File: config.mk
export PLATFORM = sky130hd
export DESIGN_NAME = multicycle_control_flat
export DESIGN_NICKNAME = d
export VERILOG_FILES = /design/src/rtl/multicycle_control_pkg.sv /design/src/rtl/multicycle_control_if.sv /design/src/rtl/multicycle_control_alu_op_decoder.sv /design/src/rtl/multicycle_control.sv /design/src/flat_wrapper.sv
export SDC_FILE = /design/constraint.sdc
export NUM_CORES = 1
export LEC_CHECK = 0
export CORE_UTILIZATION = 41
export DETAILED_ROUTE_END_ITERATION = 8
export PLACE_DENSITY = 0.83
export SYNTH_ARGS = -nofsm -noshare
export SYNTH_HDL_FRONTEND = slang
export SYNTH_HIERARCHICAL = 1
export SYNTH_SLANG_ARGS = --single-unit
File: constraint.sdc
create_clock -name clk -period 3.3 [get_ports clk]
set_input_delay 0.33 -clock clk [delete_from_list [all_inputs] [get_ports clk]]
set_output_delay 0.33 -clock clk [all_outputs]
set_load 0.02 [all_outputs]
File: src/rtl/multicycle_control_pkg.sv
// ALU operation codes (libAlu) and multicycle control definitions (libControl):
// FSM states, decoder state classes, MIPS opcode/funct values and operand selects.
package libAlu;
   localparam logic [3:0] ALU_ZERO = 4'd0;
   localparam logic [3:0] ALU_ADD  = 4'd1;
   localparam logic [3:0] ALU_SUB  = 4'd2;
   localparam logic [3:0] ALU_AND  = 4'd3;
   localparam logic [3:0] ALU_OR   = 4'd4;
   localparam logic [3:0] ALU_XOR  = 4'd5;
   localparam logic [3:0] ALU_NOR  = 4'd6;
   localparam logic [3:0] ALU_SLT  = 4'd7;
   localparam logic [3:0] ALU_SLL  = 4'd8;
   localparam logic [3:0] ALU_SRL  = 4'd9;
   localparam logic [3:0] ALU_SRA  = 4'd10;
   localparam logic [3:0] ALU_LUI  = 4'd11;
endpackage

package libControl;
   typedef enum logic [3:0] {
      FETCH    = 4'd0,
      DECODE   = 4'd1,
      EXEC_R   = 4'd2,
      R_WB     = 4'd3,
      EXEC_I   = 4'd4,
      I_WB     = 4'd5,
      MEM_ADDR = 4'd6,
      MEM_RD   = 4'd7,
      MEM_WB   = 4'd8,
      MEM_WR   = 4'd9,
      BRANCH   = 4'd10,
      JUMP     = 4'd11,
      TRAP     = 4'd12
   } state_e;

   // Coarse view of the FSM state: only these states drive the ALU.
   typedef enum logic [2:0] {
      CLS_FETCH    = 3'd0,
      CLS_DECODE   = 3'd1,
      CLS_EXEC_R   = 3'd2,
      CLS_EXEC_I   = 3'd3,
      CLS_MEM_ADDR = 3'd4,
      CLS_BRANCH   = 3'd5,
      CLS_OTHER    = 3'd6
   } alu_class_e;

   localparam logic [5:0] OP_RTYPE = 6'h00;
   localparam logic [5:0] OP_J     = 6'h02;
   localparam logic [5:0] OP_BEQ   = 6'h04;
   localparam logic [5:0] OP_BNE   = 6'h05;
   localparam logic [5:0] OP_ADDI  = 6'h08;
   localparam logic [5:0] OP_ADDIU = 6'h09;
   localparam logic [5:0] OP_SLTI  = 6'h0A;
   localparam logic [5:0] OP_ANDI  = 6'h0C;
   localparam logic [5:0] OP_ORI   = 6'h0D;
   localparam logic [5:0] OP_XORI  = 6'h0E;
   localparam logic [5:0] OP_LUI   = 6'h0F;
   localparam logic [5:0] OP_LW    = 6'h23;
   localparam logic [5:0] OP_SW    = 6'h2B;

   localparam logic [5:0] FN_SLL  = 6'h00;
   localparam logic [5:0] FN_SRL  = 6'h02;
   localparam logic [5:0] FN_SRA  = 6'h03;
   localparam logic [5:0] FN_ADD  = 6'h20;
   localparam logic [5:0] FN_ADDU = 6'h21;
   localparam logic [5:0] FN_SUB  = 6'h22;
   localparam logic [5:0] FN_SUBU = 6'h23;
   localparam logic [5:0] FN_AND  = 6'h24;
   localparam logic [5:0] FN_OR   = 6'h25;
   localparam logic [5:0] FN_XOR  = 6'h26;
   localparam logic [5:0] FN_NOR  = 6'h27;
   localparam logic [5:0] FN_SLT  = 6'h2A;

   localparam logic [1:0] ALU_SRC_A_PC    = 2'd0;
   localparam logic [1:0] ALU_SRC_A_REGA  = 2'd1;
   localparam logic [1:0] ALU_SRC_A_SHAMT = 2'd2;

   localparam logic [2:0] ALU_SRC_B_REGB     = 3'd0;
   localparam logic [2:0] ALU_SRC_B_FOUR     = 3'd1;
   localparam logic [2:0] ALU_SRC_B_SEXT     = 3'd2;
   localparam logic [2:0] ALU_SRC_B_SEXT_SH2 = 3'd3;
   localparam logic [2:0] ALU_SRC_B_ZEXT     = 3'd4;

   function automatic logic opcode_supported(input logic [5:0] opcode);
      logic ok;
      case (opcode)
         OP_RTYPE, OP_J, OP_BEQ, OP_BNE, OP_LW, OP_SW,
         OP_ADDI, OP_ADDIU, OP_SLTI, OP_ANDI, OP_ORI, OP_XORI, OP_LUI: ok = 1'b1;
         default: ok = 1'b0;
      endcase
      return ok;
   endfunction
endpackage

File: src/rtl/multicycle_control_if.sv
// Control-unit side bus: instruction/memory status in, datapath controls out.
interface multicycle_control_if;
   logic [31:0] instr;
   logic        mem_ready;
   logic        alu_zero;
   logic [3:0]  alu_control;
   logic [1:0]  alu_src_a;
   logic [2:0]  alu_src_b;
   logic        iord;
   logic        mem_read;
   logic        mem_write;
   logic        ir_write;
   logic        pc_write;
   logic [1:0]  pc_source;
   logic        reg_write;
   logic        reg_dst;
   logic        mem_to_reg;
   logic        illegal;

   modport master (
      input  instr, mem_ready, alu_zero,
      output alu_control, alu_src_a, alu_src_b, iord, mem_read, mem_write,
             ir_write, pc_write, pc_source, reg_write, reg_dst, mem_to_reg, illegal
   );

   modport slave (
      output instr, mem_ready, alu_zero,
      input  alu_control, alu_src_a, alu_src_b, iord, mem_read, mem_write,
             ir_write, pc_write, pc_source, reg_write, reg_dst, mem_to_reg, illegal
   );
endinterface

File: src/rtl/multicycle_control_alu_op_decoder.sv
// alu_op_decoder: combinational map of (state class, opcode, funct) to ALU code,
// operand selects and an "unsupported in this class" flag.
module alu_op_decoder
   import libAlu::*;
   import libControl::*;
(
   input  alu_class_e  class_i,
   input  logic [5:0]  opcode_i,
   input  logic [5:0]  funct_i,
   output logic [3:0]  alu_control_o,
   output logic [1:0]  alu_src_a_o,
   output logic [2:0]  alu_src_b_o,
   output logic        unsupported_o
);

   always_comb begin
      alu_control_o = ALU_ZERO;
      alu_src_a_o   = ALU_SRC_A_PC;
      alu_src_b_o   = ALU_SRC_B_REGB;
      unsupported_o = 1'b0;
      case (class_i)
         CLS_FETCH: begin
            alu_control_o = ALU_ADD;
            alu_src_b_o   = ALU_SRC_B_FOUR;
         end
         CLS_DECODE: begin
            alu_control_o = ALU_ADD;
            alu_src_b_o   = ALU_SRC_B_SEXT_SH2;
            unsupported_o = ~opcode_supported(opcode_i);
         end
         CLS_EXEC_R: begin
            alu_src_a_o = ALU_SRC_A_REGA;
            case (funct_i)
               FN_ADD, FN_ADDU: alu_control_o = ALU_ADD;
               FN_SUB, FN_SUBU: alu_control_o = ALU_SUB;
               FN_AND:          alu_control_o = ALU_AND;
               FN_OR:           alu_control_o = ALU_OR;
               FN_XOR:          alu_control_o = ALU_XOR;
               FN_NOR:          alu_control_o = ALU_NOR;
               FN_SLT:          alu_control_o = ALU_SLT;
               FN_SLL: begin
                  alu_control_o = ALU_SLL;
                  alu_src_a_o   = ALU_SRC_A_SHAMT;
               end
               FN_SRL: begin
                  alu_control_o = ALU_SRL;
                  alu_src_a_o   = ALU_SRC_A_SHAMT;
               end
               FN_SRA: begin
                  alu_control_o = ALU_SRA;
                  alu_src_a_o   = ALU_SRC_A_SHAMT;
               end
               default:         unsupported_o = 1'b1;
            endcase
         end
         CLS_EXEC_I: begin
            alu_src_a_o = ALU_SRC_A_REGA;
            case (opcode_i)
               OP_ADDI, OP_ADDIU: begin
                  alu_control_o = ALU_ADD;
                  alu_src_b_o   = ALU_SRC_B_SEXT;
               end
               OP_SLTI: begin
                  alu_control_o = ALU_SLT;
                  alu_src_b_o   = ALU_SRC_B_SEXT;
               end
               OP_ANDI: begin
                  alu_control_o = ALU_AND;
                  alu_src_b_o   = ALU_SRC_B_ZEXT;
               end
               OP_ORI: begin
                  alu_control_o = ALU_OR;
                  alu_src_b_o   = ALU_SRC_B_ZEXT;
               end
               OP_XORI: begin
                  alu_control_o = ALU_XOR;
                  alu_src_b_o   = ALU_SRC_B_ZEXT;
               end
               OP_LUI: begin
                  alu_control_o = ALU_LUI;
                  alu_src_b_o   = ALU_SRC_B_ZEXT;
               end
               default: alu_control_o = ALU_ZERO;
            endcase
         end
         CLS_MEM_ADDR: begin
            alu_control_o = ALU_ADD;
            alu_src_a_o   = ALU_SRC_A_REGA;
            alu_src_b_o   = ALU_SRC_B_SEXT;
         end
         CLS_BRANCH: begin
            alu_control_o = ALU_SUB;
            alu_src_a_o   = ALU_SRC_A_REGA;
         end
         default: alu_control_o = ALU_ZERO;
      endcase
   end

endmodule

File: src/rtl/multicycle_control.sv
// Multicycle MIPS control FSM. Optional macro MULTICYCLE_ILLEGAL_TRAP_EN parks the
// FSM in TRAP on unsupported opcode/funct; otherwise such instructions act as NOPs.
module multicycle_control
   import libAlu::*;
   import libControl::*;
#(
   parameter logic [1:0] RESET_PC_SOURCE = 2'b00
)(
   input  logic                  clk,
   input  logic                  reset,
   multicycle_control_if.master  bus
);

`ifdef MULTICYCLE_ILLEGAL_TRAP_EN
   localparam state_e ILL_NEXT = TRAP;
`else
   localparam state_e ILL_NEXT = FETCH;
`endif

   state_e     state_q, state_d;
   alu_class_e alu_class_s;
   logic [5:0] opcode_s, funct_s;
   logic [3:0] dec_alu_control_s;
   logic [1:0] dec_alu_src_a_s;
   logic [2:0] dec_alu_src_b_s;
   logic       dec_unsupported_s;
   logic       unused_instr_s;

   logic [3:0] alu_control_s;
   logic [1:0] alu_src_a_s, pc_source_s;
   logic [2:0] alu_src_b_s;
   logic       iord_s, mem_read_s, mem_write_s, ir_write_s, pc_write_s;
   logic       reg_write_s, reg_dst_s, mem_to_reg_s, illegal_s;

   assign opcode_s       = bus.instr[31:26];
   assign funct_s        = bus.instr[5:0];
   assign unused_instr_s = ^bus.instr[25:6];

   // State register.
   always_ff @(posedge clk) begin
      if (reset) begin
         state_q <= FETCH;
      end else begin
         state_q <= state_d;
      end
   end

   // Collapse the state into the class the ALU decoder cares about.
   always_comb begin
      alu_class_s = CLS_OTHER;
      case (state_q)
         FETCH:    alu_class_s = CLS_FETCH;
         DECODE:   alu_class_s = CLS_DECODE;
         EXEC_R:   alu_class_s = CLS_EXEC_R;
         EXEC_I:   alu_class_s = CLS_EXEC_I;
         MEM_ADDR: alu_class_s = CLS_MEM_ADDR;
         BRANCH:   alu_class_s = CLS_BRANCH;
         default:  alu_class_s = CLS_OTHER;
      endcase
   end

   alu_op_decoder u_alu_op_decoder (
      .class_i       (alu_class_s),
      .opcode_i      (opcode_s),
      .funct_i       (funct_s),
      .alu_control_o (dec_alu_control_s),
      .alu_src_a_o   (dec_alu_src_a_s),
      .alu_src_b_o   (dec_alu_src_b_s),
      .unsupported_o (dec_unsupported_s)
   );

   // Next-state sequencing.
   always_comb begin
      state_d = state_q;
      case (state_q)
         FETCH:    state_d = bus.mem_ready ? DECODE : FETCH;
         DECODE: begin
            if (dec_unsupported_s) begin
               state_d = ILL_NEXT;
            end else begin
               case (opcode_s)
                  OP_RTYPE:      state_d = EXEC_R;
                  OP_LW, OP_SW:  state_d = MEM_ADDR;
                  OP_BEQ, OP_BNE: state_d = BRANCH;
                  OP_J:          state_d = JUMP;
                  default:       state_d = EXEC_I;
               endcase
            end
         end
         EXEC_R:   state_d = dec_unsupported_s ? ILL_NEXT : R_WB;
         EXEC_I:   state_d = I_WB;
         MEM_ADDR: state_d = (opcode_s == OP_LW) ? MEM_RD : MEM_WR;
         MEM_RD:   state_d = bus.mem_ready ? MEM_WB : MEM_RD;
         MEM_WR:   state_d = bus.mem_ready ? FETCH : MEM_WR;
         R_WB, I_WB, MEM_WB, BRANCH, JUMP: state_d = FETCH;
         TRAP:     state_d = TRAP;
         default:  state_d = FETCH;
      endcase
   end

   // Output decode; reset forces the quiescent pattern regardless of state.
   always_comb begin
      alu_control_s = dec_alu_control_s;
      alu_src_a_s   = dec_alu_src_a_s;
      alu_src_b_s   = dec_alu_src_b_s;
      pc_source_s   = 2'b00;
      iord_s        = 1'b0;
      mem_read_s    = 1'b0;
      mem_write_s   = 1'b0;
      ir_write_s    = 1'b0;
      pc_write_s    = 1'b0;
      reg_write_s   = 1'b0;
      reg_dst_s     = 1'b0;
      mem_to_reg_s  = 1'b0;
      if (reset) begin
         alu_control_s = ALU_ZERO;
         alu_src_a_s   = ALU_SRC_A_PC;
         alu_src_b_s   = ALU_SRC_B_REGB;
         pc_source_s   = RESET_PC_SOURCE;
      end else begin
         case (state_q)
            FETCH: begin
               mem_read_s  = 1'b1;
               ir_write_s  = bus.mem_ready;
               pc_write_s  = bus.mem_ready;
               pc_source_s = RESET_PC_SOURCE;
            end
            R_WB: begin
               reg_write_s = 1'b1;
               reg_dst_s   = 1'b1;
            end
            I_WB:   reg_write_s = 1'b1;
            MEM_RD: begin
               iord_s     = 1'b1;
               mem_read_s = 1'b1;
            end
            MEM_WB: begin
               reg_write_s  = 1'b1;
               mem_to_reg_s = 1'b1;
            end
            MEM_WR: begin
               iord_s      = 1'b1;
               mem_write_s = 1'b1;
            end
            BRANCH: begin
               pc_source_s = 2'd1;
               pc_write_s  = (opcode_s == OP_BEQ) ? bus.alu_zero : ~bus.alu_zero;
            end
            JUMP: begin
               pc_source_s = 2'd2;
               pc_write_s  = 1'b1;
            end
            default: pc_source_s = 2'b00;
         endcase
      end
   end

`ifdef MULTICYCLE_ILLEGAL_TRAP_EN
   assign illegal_s = ~reset & (state_q == TRAP);
`else
   assign illegal_s = 1'b0;
`endif

   assign bus.alu_control = alu_control_s;
   assign bus.alu_src_a   = alu_src_a_s;
   assign bus.alu_src_b   = alu_src_b_s;
   assign bus.iord        = iord_s;
   assign bus.mem_read    = mem_read_s;
   assign bus.mem_write   = mem_write_s;
   assign bus.ir_write    = ir_write_s;
   assign bus.pc_write    = pc_write_s;
   assign bus.pc_source   = pc_source_s;
   assign bus.reg_write   = reg_write_s;
   assign bus.reg_dst     = reg_dst_s;
   assign bus.mem_to_reg  = mem_to_reg_s;
   assign bus.illegal     = illegal_s;

endmodule

File: src/flat_wrapper.sv
// flat-port wrapper written by rule: the top's interface ports become plain ports
module multicycle_control_flat import libAlu::*; import libControl::*;
#(
   parameter logic [1:0] RESET_PC_SOURCE = 2'b00
)
  (clk, reset, bus_instr, bus_mem_ready, bus_alu_zero, bus_alu_control, bus_alu_src_a, bus_alu_src_b, bus_iord, bus_mem_read, bus_mem_write, bus_ir_write, bus_pc_write, bus_pc_source, bus_reg_write, bus_reg_dst, bus_mem_to_reg, bus_illegal);
  multicycle_control_if bus_i ();
  input  logic clk;
  input  logic reset;
  input wire logic [$bits(bus_i.instr)-1:0] bus_instr;
  input wire logic [$bits(bus_i.mem_ready)-1:0] bus_mem_ready;
  input wire logic [$bits(bus_i.alu_zero)-1:0] bus_alu_zero;
  output wire logic [$bits(bus_i.alu_control)-1:0] bus_alu_control;
  output wire logic [$bits(bus_i.alu_src_a)-1:0] bus_alu_src_a;
  output wire logic [$bits(bus_i.alu_src_b)-1:0] bus_alu_src_b;
  output wire logic [$bits(bus_i.iord)-1:0] bus_iord;
  output wire logic [$bits(bus_i.mem_read)-1:0] bus_mem_read;
  output wire logic [$bits(bus_i.mem_write)-1:0] bus_mem_write;
  output wire logic [$bits(bus_i.ir_write)-1:0] bus_ir_write;
  output wire logic [$bits(bus_i.pc_write)-1:0] bus_pc_write;
  output wire logic [$bits(bus_i.pc_source)-1:0] bus_pc_source;
  output wire logic [$bits(bus_i.reg_write)-1:0] bus_reg_write;
  output wire logic [$bits(bus_i.reg_dst)-1:0] bus_reg_dst;
  output wire logic [$bits(bus_i.mem_to_reg)-1:0] bus_mem_to_reg;
  output wire logic [$bits(bus_i.illegal)-1:0] bus_illegal;
  assign bus_i.instr = bus_instr;
  assign bus_i.mem_ready = bus_mem_ready;
  assign bus_i.alu_zero = bus_alu_zero;
  assign bus_alu_control = bus_i.alu_control;
  assign bus_alu_src_a = bus_i.alu_src_a;
  assign bus_alu_src_b = bus_i.alu_src_b;
  assign bus_iord = bus_i.iord;
  assign bus_mem_read = bus_i.mem_read;
  assign bus_mem_write = bus_i.mem_write;
  assign bus_ir_write = bus_i.ir_write;
  assign bus_pc_write = bus_i.pc_write;
  assign bus_pc_source = bus_i.pc_source;
  assign bus_reg_write = bus_i.reg_write;
  assign bus_reg_dst = bus_i.reg_dst;
  assign bus_mem_to_reg = bus_i.mem_to_reg;
  assign bus_illegal = bus_i.illegal;
  multicycle_control #(.RESET_PC_SOURCE(RESET_PC_SOURCE)) u_core (.clk(clk), .reset(reset), .bus(bus_i));
endmodule
==> flow_summary_export.csv <==
group,metric,value,unit
synthesis,syn_area,0.00113,mm²
setup_path,timing.critical_path.buf_inv,1,
timing,tns,0,ns
global_routing,grt_pass1_vias,1157,
clock_network,clock_latency,0.24,ns
routing,ant_nets,0,
placed_design,hpwl,2.34,mm
die,die-area,0.00297,mm²
routing,drt-vias-per-instance,6.00,
setup_path,reg2reg_to,"u_core/state_q[3]$_SDFF_PP0_",
die,initial_utilization,0.444,
timing,period_needed,3.10,ns
global_routing,grt_max_degree,21,
clock_network,path_clk_slew,0.04,ns
power,p_sw,145,µW
setup_path,cp_slowest_stage_delay,0.62,ns
layout,final_cell_mix,"34 x clkdlybuf4s50_1, 16 x nor2b_1, 15 x nor2_1, 15 x a21oi_1, 12 x nor3_1",
power,p_per_area,223,mW/mm²
timing,finalClockSkew,0.00170,ns
setup_path,cp_max_fo,16,
clock_network,cts_tree,"yes",
layout,final_common_cell,"clkdlybuf4s50_1",
power,internal_power,195,µW
die,boundaryPins,56,
synthesis,synth-edff-count,0,
synthesis,async_flop_share,0,
clock_network,clock_path_buffers,2,
min_path,min_to,"u_core/state_q[2]$_SDFF_PP0_",
global_routing,grt_antenna_before_repair,0,
setup_path,cpMostUsedCell,"nor2b_1",
clock_network,htree_num_levels,1,
timing,hold_violations,0,
timing,final_max_slew_viol_count,0,
setup_path,end_kind,"output port",
clock_network,numCtsBuffers,3,
layout,area_growth,34.4,%
global_routing,grt-ovfl-total,0,
synthesis,seq_area_frac_synth,0.0708,
min_path,hold_depth,2,
placed_design,numPortBuffers,34,
synthesis,synth_flop_cell,"dfxtp_1",
timing,tightestPinTransition,0.654,ns
routing,drt-initial-drc-count,48,
setup_path,regToRegSetupSlack,0.80,ns
timing,holdWs,0.604,ns
layout,top_register,"u_core/state_q",
synthesis,ys_warn_count,6,
clock_network,post_cts_buffers,0,
setup_path,cp_data_required_time,2.97,ns
setup_path,crit_family,"compound AO/OA/AOI/OAI gates",
timing,setup_viol,0,
timing,finalCritPeriodShare,0.940,
clock_network,cts.sinks,4,
power,peakVddDrop,207,µV
timing,rsz0062_at_grt,"no",
clock_network,cts-root-buf,"clkbuf_4",
setup_path,rr_startpoint,"u_core/state_q[2]$_SDFF_PP0_",
routing,drc_errors,0,
global_routing,track_usage,0.223,
layout,layout.nets,241,
routing,vias,1397,
layout,layout-drive-gt1-share,0.0985,
layout,diodes,0,
timing,clock.fmax,322,MHz
die,die_y,54.5,µm
power,seqPwrFrac,0.185,
placed_design,place_congestion,0.856,
power,p_leak,0.533,nW
setup_path,path_class,"reg2out",
synthesis,yosysUniqueCellTypes,54,
synthesis,synth.avg_cell_area,6.50,µm²
setup_path,cp_cell_sequence,"xnor2_1, o32ai_1, nor2b_1, nand4_1, o21ai_0, a22o_1, nor2b_1, clkdlybuf4s50_1",
power,clockPowerShare,0.189,
power,switching_share,0.427,
setup_path,arrival,2.77,ns
global_routing,grt_first_pass_wirelength,4.87,mm
routing,drtPass1Iterations,4,
setup_path,reg2regPathDepth,10,
timing,maxSlewHeadroom,0.562,
synthesis,synth_cells,174,
power,pwr-share-comb,0.626,
clock_network,ctsHoldBuffers,0,
outcome,status,"complete, no violations",
synthesis,syn-num-nets,210,
synthesis,synth.ff_latch_count,4,
min_path,hp-start,"u_core/state_q[2]$_SDFF_PP0_",
routing,wire_per_inst,13.1,µm
routing,wl,3.04,mm
die,die_w,54.5,µm
layout,largest_register_ffs,4,
min_path,hold_path.class,"reg2reg",
layout,reg.largest.list,"u_core/state_q x4",
die,rows,18,
job,drv_cap,0,
setup_path,cp-start-kind,"flop",
setup_path,critPathSlowestCell,"clkdlybuf4s50_1",
die,coreArea,0.00254,mm²
[how the worst max path moves through the flow]
| stage | from | end | depth (start not counted) |
|---|---|---|---|
| detailed placement | u_core/state_q[2]$_SDFF_PP0_ | bus_alu_control[2] | 10 |
| CTS | u_core/state_q[2]$_SDFF_PP0_ | bus_alu_control[2] | 10 |
| global placement | u_core/state_q[2]$_SDFF_PP0_ | bus_alu_control[1] | 9 |
| global route | u_core/state_q[2]$_SDFF_PP0_ | bus_alu_control[2] | 10 |
| floorplan | u_core/state_q[1]$_SDFF_PP0_ | bus_alu_control[1] | 8 |
| finish | u_core/state_q[2]$_SDFF_PP0_ | bus_alu_src_b[1] | 8 |
[what timing repair did]
| action | CTS | global route |
|---|---|---|
| setup endpoints to repair | 1 | 4 |
| gates cloned | 0 | 0 |
| endpoints found under the hold margin | 0 | 0 |
| gates resized for setup | 1 | 2 |
[worst register-to-register path, stage by stage (launching register included)]
cell      delay (ns)
dfxtp_2         0.48
nand2b_2        0.28
a21oi_1         0.09
a21oi_1         0.14
buf_4           0.18
nand2b_1        0.09
or3_1           0.37
a21oi_1         0.26
nor3_1          0.15
a31oi_1         0.23
a21oi_1         0.09
[cell type report]
| cell class | count | area [µm²] |
|---|---|---|
| Fill cell | 251 | 1020 |
| Multi-Input combinational cell | 149 | 958 |
| Timing Repair Buffer | 42 | 400 |
| Sequential cell | 4 | 82.6 |
| Tap cell | 30 | 37.5 |
| Clock buffer | 3 | 22.5 |
| Inverter | 5 | 18.8 |
[through the flow]
| step | setup WS, ns | instances | cell area [µm²] | util | power (mW) |
|---|---|---|---|---|---|
| after floorplan | 0.661 | 174 | 1130 | - | 0.197 |
| after global placement | 0.313 | 230 | 1490 | 0.587 | 0.266 |
| after detailed placement | 0.257 | 230 | 1490 | 0.587 | 0.273 |
| after CTS | 0.161 | 233 | 1520 | 0.596 | 0.339 |
| after global routing | 0.0448 | 233 | 1520 | 0.597 | 0.366 |
| final | 0.199 | 233 | 1520 | 0.597 | 0.339 |
[cell usage after synthesis, types with 2 or more instances]
master	count	area share
o31a_1	2	0.015
dfxtp_1	4	0.071
nand4_1	2	0.011
nand4b_1	2	0.015
a21oi_1	15	0.066
or3b_1	2	0.015
o21ai_0	7	0.031
nand3b_1	3	0.020
nand3_1	2	0.0088
nor2b_1	16	0.088
xnor2_1	2	0.015
xor2_1	2	0.015
and2_1	2	0.011
nor4_1	3	0.017
clkbuf_1	10	0.033
o21ai_1	4	0.018
a31oi_1	2	0.011
nand2_1	6	0.020
nor4b_1	2	0.015
o21bai_1	3	0.020
nor2_1	15	0.050
nor3_1	12	0.053
mux2i_1	2	0.018
a21o_1	4	0.027
inv_1	4	0.013
o31ai_1	3	0.020
buf_2	4	0.018
nand2b_1	11	0.061
or4_1	3	0.020
[power groups by stage]
stage / clock network (mW) / logic (mW) / registers, mW
finish: 0.0641 / 0.212 / 0.0629
detailed placement: 0 / 0.210 / 0.0627
global route: 0.0692 / 0.233 / 0.0639
global placement: 0 / 0.204 / 0.0622
floorplan: 0 / 0.140 / 0.0563
CTS: 0.0657 / 0.211 / 0.0623
[logic make-up after synthesis]
group,synth area share
AND/OR/NAND/NOR,0.488
AO/OA/AOI/OAI,0.295
buffers and inverters,0.0841
XOR/XNOR,0.0310
flip-flops,0.0708
multiplexers,0.0277
other,0.00332
[layer usage]
| layer | part of all wire | up-vias | GRT usage | wire, µm |
|---|---|---|---|---|
| met3 | 0.055 | 3 | 0.0278 | 167 |
| met2 | 0.48 | 46 | 0.362 | 1450 |
| met4 | 0.010 | 0 | 0.0983 | 31 |
| met1 | 0.46 | 651 | 0.291 | 1390 |
| li1 | - | 697 | - | - |
| met5 | 0 | - | 0 | 0 |
Power figures use the tool's default switching activity.
